**src/rtl/snn_pkg.sv**
```systemverilog
// Shared definitions for the SNN datapath: LFSR taps, per-channel seeding,
// encoder state encoding and a constant-safe clog2.
package snn_pkg;

  localparam logic [15:0] LFSR_TAPS = 16'hB400;

  typedef enum logic {
    LOAD = 1'b0,
    RUN  = 1'b1
  } state_t;

  function automatic int clog2(input int n);
    int r;
    r = 0;
    for (int i = 0; i < 31; i++) begin
      if ((1 << i) < n) r = i + 1;
    end
    return r;
  endfunction

  // A zero seed would lock the Galois LFSR at zero forever, so it is remapped.
  function automatic logic [15:0] ch_seed(input logic [15:0] base, input int c);
    logic [15:0] s;
    s = base ^ 16'(c * 16'h1F1F);
    return (s == 16'h0000) ? 16'h0001 : s;
  endfunction

endpackage

```
**src/rtl/lfsr16_galois.sv**
```systemverilog
// 16-bit right-shifting Galois LFSR with synchronous load (priority) and advance.
module lfsr16_galois
  import snn_pkg::*;
(
  input  logic        clk,
  input  logic [15:0] seed,
  input  logic        load,
  input  logic        advance,
  output logic [15:0] state
);

  always_ff @(posedge clk) begin
    if (load) begin
      state <= seed;
    end else if (advance) begin
      state <= (state >> 1) ^ (state[0] ? LFSR_TAPS : 16'h0000);
    end
  end

endmodule

```
**src/rtl/rate_spike_encoder.sv**
```systemverilog
// Rate-codes a serially loaded frame of NUM_CH intensities into per-channel
// spike trains over NUM_STEPS timesteps paced by step_en.
module rate_spike_encoder
  import snn_pkg::*;
#(
  parameter int          NUM_CH    = 4,
  parameter int          PIX_WIDTH = 8,
  parameter int          NUM_STEPS = 16,
  parameter logic [15:0] LFSR_SEED = 16'hACE1
) (
  input  logic                 clk,
  input  logic                 rst,
  input  logic                 pix_valid,
  output logic                 pix_ready,
  input  logic [PIX_WIDTH-1:0] pix_data,
  input  logic                 step_en,
  output logic [NUM_CH-1:0]    spike_out,
  output logic                 spike_valid,
  output logic                 busy,
  output logic                 frame_done,
  output state_t               state_dbg
);

  localparam int CH_W   = (clog2(NUM_CH) < 1) ? 1 : clog2(NUM_CH);
  localparam int STEP_W = clog2(NUM_STEPS + 1);
  localparam logic [CH_W-1:0]   LAST_CH   = CH_W'(NUM_CH - 1);
  localparam logic [STEP_W-1:0] LAST_STEP = STEP_W'(NUM_STEPS - 1);

  state_t                 state;
  logic [CH_W-1:0]        ch_idx;
  logic [STEP_W-1:0]      step_cnt;
  logic [PIX_WIDTH-1:0]   pix_buf [NUM_CH];
  logic [NUM_CH*16-1:0]   lfsr_flat;
  logic [NUM_CH-1:0]      spike_next;
  logic                   lfsr_load;
  logic                   lfsr_adv;
  logic                   unused_lfsr_bits;

  // A pixel transfers on any rising clk where pix_valid && pix_ready; pix_ready
  // depends only on state (and is held low while rst is asserted).
  assign pix_ready = (state == LOAD) && !rst;
  assign busy      = (state == RUN);
  assign state_dbg = state;

  // Reseeding on entry to RUN makes identical frames produce identical trains.
  assign lfsr_load = rst || (pix_valid && pix_ready && (ch_idx == LAST_CH));
  assign lfsr_adv  = (state == RUN) && step_en;

  for (genvar c = 0; c < NUM_CH; c++) begin : g_ch
    lfsr16_galois u_lfsr (
      .clk     (clk),
      .seed    (ch_seed(LFSR_SEED, c)),
      .load    (lfsr_load),
      .advance (lfsr_adv),
      .state   (lfsr_flat[c*16 +: 16])
    );
  end

  assign unused_lfsr_bits = ^lfsr_flat;

  always_comb begin
    spike_next = '0;
    for (int c = 0; c < NUM_CH; c++) begin
      spike_next[c] = (pix_buf[c] == {PIX_WIDTH{1'b1}}) ||
                      (lfsr_flat[c*16 +: PIX_WIDTH] < pix_buf[c]);
    end
  end

  always_ff @(posedge clk) begin
    if (rst) begin
      state       <= LOAD;
      ch_idx      <= '0;
      step_cnt    <= '0;
      spike_out   <= '0;
      spike_valid <= 1'b0;
      frame_done  <= 1'b0;
      for (int c = 0; c < NUM_CH; c++) pix_buf[c] <= '0;
    end else begin
      spike_out   <= '0;
      spike_valid <= 1'b0;
      frame_done  <= 1'b0;
      case (state)
        LOAD: begin
          if (pix_valid) begin
            pix_buf[ch_idx] <= pix_data;
            if (ch_idx == LAST_CH) begin
              ch_idx   <= '0;
              step_cnt <= '0;
              state    <= RUN;
            end else begin
              ch_idx <= ch_idx + CH_W'(1);
            end
          end
        end
        RUN: begin
          if (step_en) begin
            spike_out   <= spike_next;
            spike_valid <= 1'b1;
            step_cnt    <= step_cnt + STEP_W'(1);
            if (step_cnt == LAST_STEP) begin
              frame_done <= 1'b1;
              state      <= LOAD;
            end
          end
        end
        default: state <= LOAD;
      endcase
    end
  end

endmodule
```
**config.mk**
```make
export PLATFORM = sky130hd
export DESIGN_NAME = rate_spike_encoder
export DESIGN_NICKNAME = d
export VERILOG_FILES = /design/src/rtl/snn_pkg.sv /design/src/rtl/lfsr16_galois.sv /design/src/rtl/rate_spike_encoder.sv
export SDC_FILE = /design/constraint.sdc
export NUM_CORES = 1
export LEC_CHECK = 0
export CAP_MARGIN = 20
export CORE_MARGIN = 2
export CORE_UTILIZATION = 48
export CTS_BUF_LIST = sky130_fd_sc_hd__clkbuf_4 sky130_fd_sc_hd__clkbuf_8 sky130_fd_sc_hd__clkbuf_16
export CTS_CLUSTER_DIAMETER = 120
export DETAILED_ROUTE_END_ITERATION = 10
export PLACE_DENSITY_LB_ADDON = 0.1
export SYNTH_ARGS = -nofsm -noshare
export SYNTH_HDL_FRONTEND = slang
export SYNTH_HIERARCHICAL = 1
export SYNTH_SLANG_ARGS = --single-unit
```
**constraint.sdc**
```tcl
create_clock -name clk -period 2.73 [get_ports clk]
set_input_delay 0.819 -clock clk [delete_from_list [all_inputs] [get_ports clk]]
set_output_delay 0.819 -clock clk [all_outputs]
set_load 0.03 [all_outputs]
```
==> flow_summary.toml <==
[cts]
ctsHtreeMaxLevel = 3
tritoncts_num_sinks = 110
cts.root.buffer_cell = "sky130_fd_sc_hd__clkbuf_16"
tritoncts.num_buffers = 9
cts_tree = "yes"
post-cts-setup-buffer-count = 0
cts-hold-fix-buffers = 0
cts.clk_slew.worst_paths_ps = 80
worst_skew_pair_later_pin_latency_ps = 350
clock_tree.buffer_depth = 2
post_cts_resized = 0

[hold_path]
hold_depth = 2
hold_path_startpoint = "step_cnt[1]"
hold-path-endpoint = "step_cnt[1]"
hold_path.class = "register to register"

[finish]
highest_count_cells_in_the_layout_ignoring_fill_and_taps = "96 x sky130_fd_sc_hd__edfxtp_1, 64 x sky130_fd_sc_hd__conb_1, 52 x sky130_fd_sc_hd__mux2_4, 33 x sky130_fd_sc_hd__and2_1"
final_core_utilization = 0.5713
area_growth_pct = 16.23
final_area_mm2 = 0.006524
antenna_cells_inserted = 0
final.fill_count = 962
post_route_cells_drive_above_1_share = 0.1886
layout.nets = 547
most_common_cell_after_layout_fill_and_taps_aside = "sky130_fd_sc_hd__edfxtp_1"

[routing]
drc_violation_total_after_the_first_tritonroute_iteration = 120
viasPerCell = 4.801
dr_total_vias = 3130
drtAntennaViolNets = 0
wl_met2_um = 4316
drt-pass1-iter-count = 4
drc_errors = 0
routed.top_layer = "met4"
routed_wirelength_um = 9195
wl_per_cell_um = 14.10
routedLengthMet1_um = 4486
dr_wl_met3_um = 320

[worst_setup_path]
reg2reg_setup_slack_ps = 700
critPathCaptureType = "output pin"
setup_crit_start_kind = "primary input"
rr_worst_depth = 5
cp_data_required_time_ps = 1910
reg2reg_from = "ch_idx[0]"
critical_path.max_fanout = 8
worstReg2RegEnd = "g_ch[2].u_lfsr/state[14]"
critPathArrivalTime_ps = 1680
worstSetupPathType = "primary input to output pin"

[run_status]
outcome = "finished, final reports clean"

[floorplanning]
core_area_mm2 = 0.01142
die_h_um = 112.1
initial_utilization = 0.4916
dieArea_mm2 = 0.01257
io_pins = 21
fp.dieW_um = 112.1
fp-row-count = 39

[pwr]
power_leakage_nw = 2.703
peakVddDrop_uv = 735.9
pwr_density_cell_mw_per_mm2 = 603.6

[synth]
avgSynthCellArea_um2 = 13.59
synth-edff-count = 96
postSynthCellCount = 413
yosys_register_bits = 110
synth-main-ff-cell = "sky130_fd_sc_hd__edfxtp_1"
yosysSeqAreaShare = 0.5635
mappedNetlistArea_mm2 = 0.005613
synthDominantCellAreaShare = 0.5136
most_area_hungry_cell_type_in_the_yosys_netlist = "sky130_fd_sc_hd__edfxtp_1"
yosysUniqueCellTypes = 35
synthArstFlopShare = 0
synth.area.top_cells = "sky130_fd_sc_hd__edfxtp_1 51%, sky130_fd_sc_hd__mux2_4 14%, sky130_fd_sc_hd__ha_1 6.9%, sky130_fd_sc_hd__dfxtp_1 5.0%, sky130_fd_sc_hd__and2_1 3.7%"
synth_warnings = 6

[timing]
min_period_ps = 2498
post-route-worst-setup-slack_ps = 232.1
timing.fmax_mhz = 400.3
timing_hold_violations_final = 0
setup-violations-final = 0
post-route-period-util = 0.9150
finalSetupTns_ps = 0
fin_skew_ps = 9.936
rsz0062_at_grt = "false"
timing.final.max_slew_violations = 0

[global_route]
grt_pass1_wl_um = 15370
grt_antenna_before_repair = 0
grt_start_max_net_pins = 32
first_global_vias = 3168
grt_usage = 0.1580
gr-total-overflow = 0

[placed_design]
place.gp.congestion = 0.8165
placement.setup.worst_slack_ps = 155.9
io_buffers = 20
placed_area_mm2 = 0.006193
place.detailed.hpwl_um = 6489

[run]
drv.max_cap_violation_count = 0
==> synthesized netlist by cell type, types with 2 or more instances <==
master                     instances
sky130_fd_sc_hd__ha_1             31
sky130_fd_sc_hd__dfxtp_1          14
sky130_fd_sc_hd__edfxtp_1         96
sky130_fd_sc_hd__o31ai_1           4
sky130_fd_sc_hd__nor3b_1           4
sky130_fd_sc_hd__buf_6            10
sky130_fd_sc_hd__xnor2_1          14
sky130_fd_sc_hd__inv_1            31
sky130_fd_sc_hd__o21ai_0          12
sky130_fd_sc_hd__conb_1            2
sky130_fd_sc_hd__nand2b_1          2
sky130_fd_sc_hd__mux2_4           52
sky130_fd_sc_hd__nor2_1           19
sky130_fd_sc_hd__nand3_1           2
sky130_fd_sc_hd__nand4_1           9
sky130_fd_sc_hd__a31o_2            2
sky130_fd_sc_hd__or2_2             6
sky130_fd_sc_hd__a211o_1           4
sky130_fd_sc_hd__nand2_1          23
sky130_fd_sc_hd__and2_1           33
sky130_fd_sc_hd__o21ai_1          12
sky130_fd_sc_hd__a21oi_1          15
sky130_fd_sc_hd__nor3_4            2
sky130_fd_sc_hd__nor3_1            3
==> cell type report <==
type / count / area [um2] / area share
sequential: 110 / 3163 / 0.4848
clock buffer: 9 / 225.2 / 0.03452
multi-input combinational: 321 / 2446 / 0.3750
timing repair buffer: 30 / 285.3 / 0.04373
clock inverter: 7 / 105.1 / 0.01611
tap: 143 / 178.9 / 0.02743
inverter: 32 / 120.1 / 0.01841
==> per-layer routing <==
metal  GRT usage  vias to the layer above
met5           0                        -
met4     0.03659                        0
met1      0.2055                     1490
met2      0.2558                       40
li1            -                     1596
met3     0.05670                        4
==> kinds of logic (layout without fill, tap and decap cells) <==
| kind of cell | count (synthesis) | after routing | synth area share |
|---|---|---|---|
| adders and majority gates | 31 | 31 | 0.06910 |
| buffers and inverters | 44 | 78 | 0.04347 |
| DFF | 110 | 110 | 0.5635 |
| xor gates and xnor gates | 15 | 15 | 0.02341 |
| muxes | 52 | 52 | 0.1391 |
| AOI/OAI and AO/OA | 49 | 49 | 0.04949 |
| other | 2 | 64 | 0.001338 |
| and+or+nand+nor | 110 | 110 | 0.1106 |
==> stage by stage <==
stage	cells	total power, mW	hold slack, ps
6_report	652	3.938	483.2
5_1_grt	652	4.119	524.1
4_1_cts	652	3.992	486.1
3_5_place_dp	636	2.535	474.8
3_3_place_gp	636	2.522	467.1
2_1_floorplan	475	2.421	449.2
==> critical path: stages <==
cell	delay [ps]
sky130_fd_sc_hd__clkdlybuf4s50_1	620
sky130_fd_sc_hd__nor2_1	70
sky130_fd_sc_hd__buf_4	170
==> registers in the layout (all words and copies together), names as in the netlist <==
signal and flops:
g_ch.u_lfsr/state 64, pix_buf 32, step_cnt 5, spike_out 4, ch_idx 2, busy 1, frame_done 1, spike_valid 1
==> power by group <==
part	internal [mW]	switching, mW
combinational	0.236	0.206
clock	0.819	0.622
sequential	1.98	0.0774
==> worst max path at each step <==
stage               startpoint  slack (ps)                  endpoint  cells after the start
finish                     rst         230                 pix_ready                      3
detailed placement         rst         160  g_ch[2].u_lfsr/state[14]                      4
CTS                        rst         230                 pix_ready                      3
global route               rst         160                 pix_ready                      3
global placement           rst         190  g_ch[2].u_lfsr/state[14]                      4
floorplan                  rst         500                 pix_ready                      2
No activity file was read; power rests on OpenSTA's default activity.
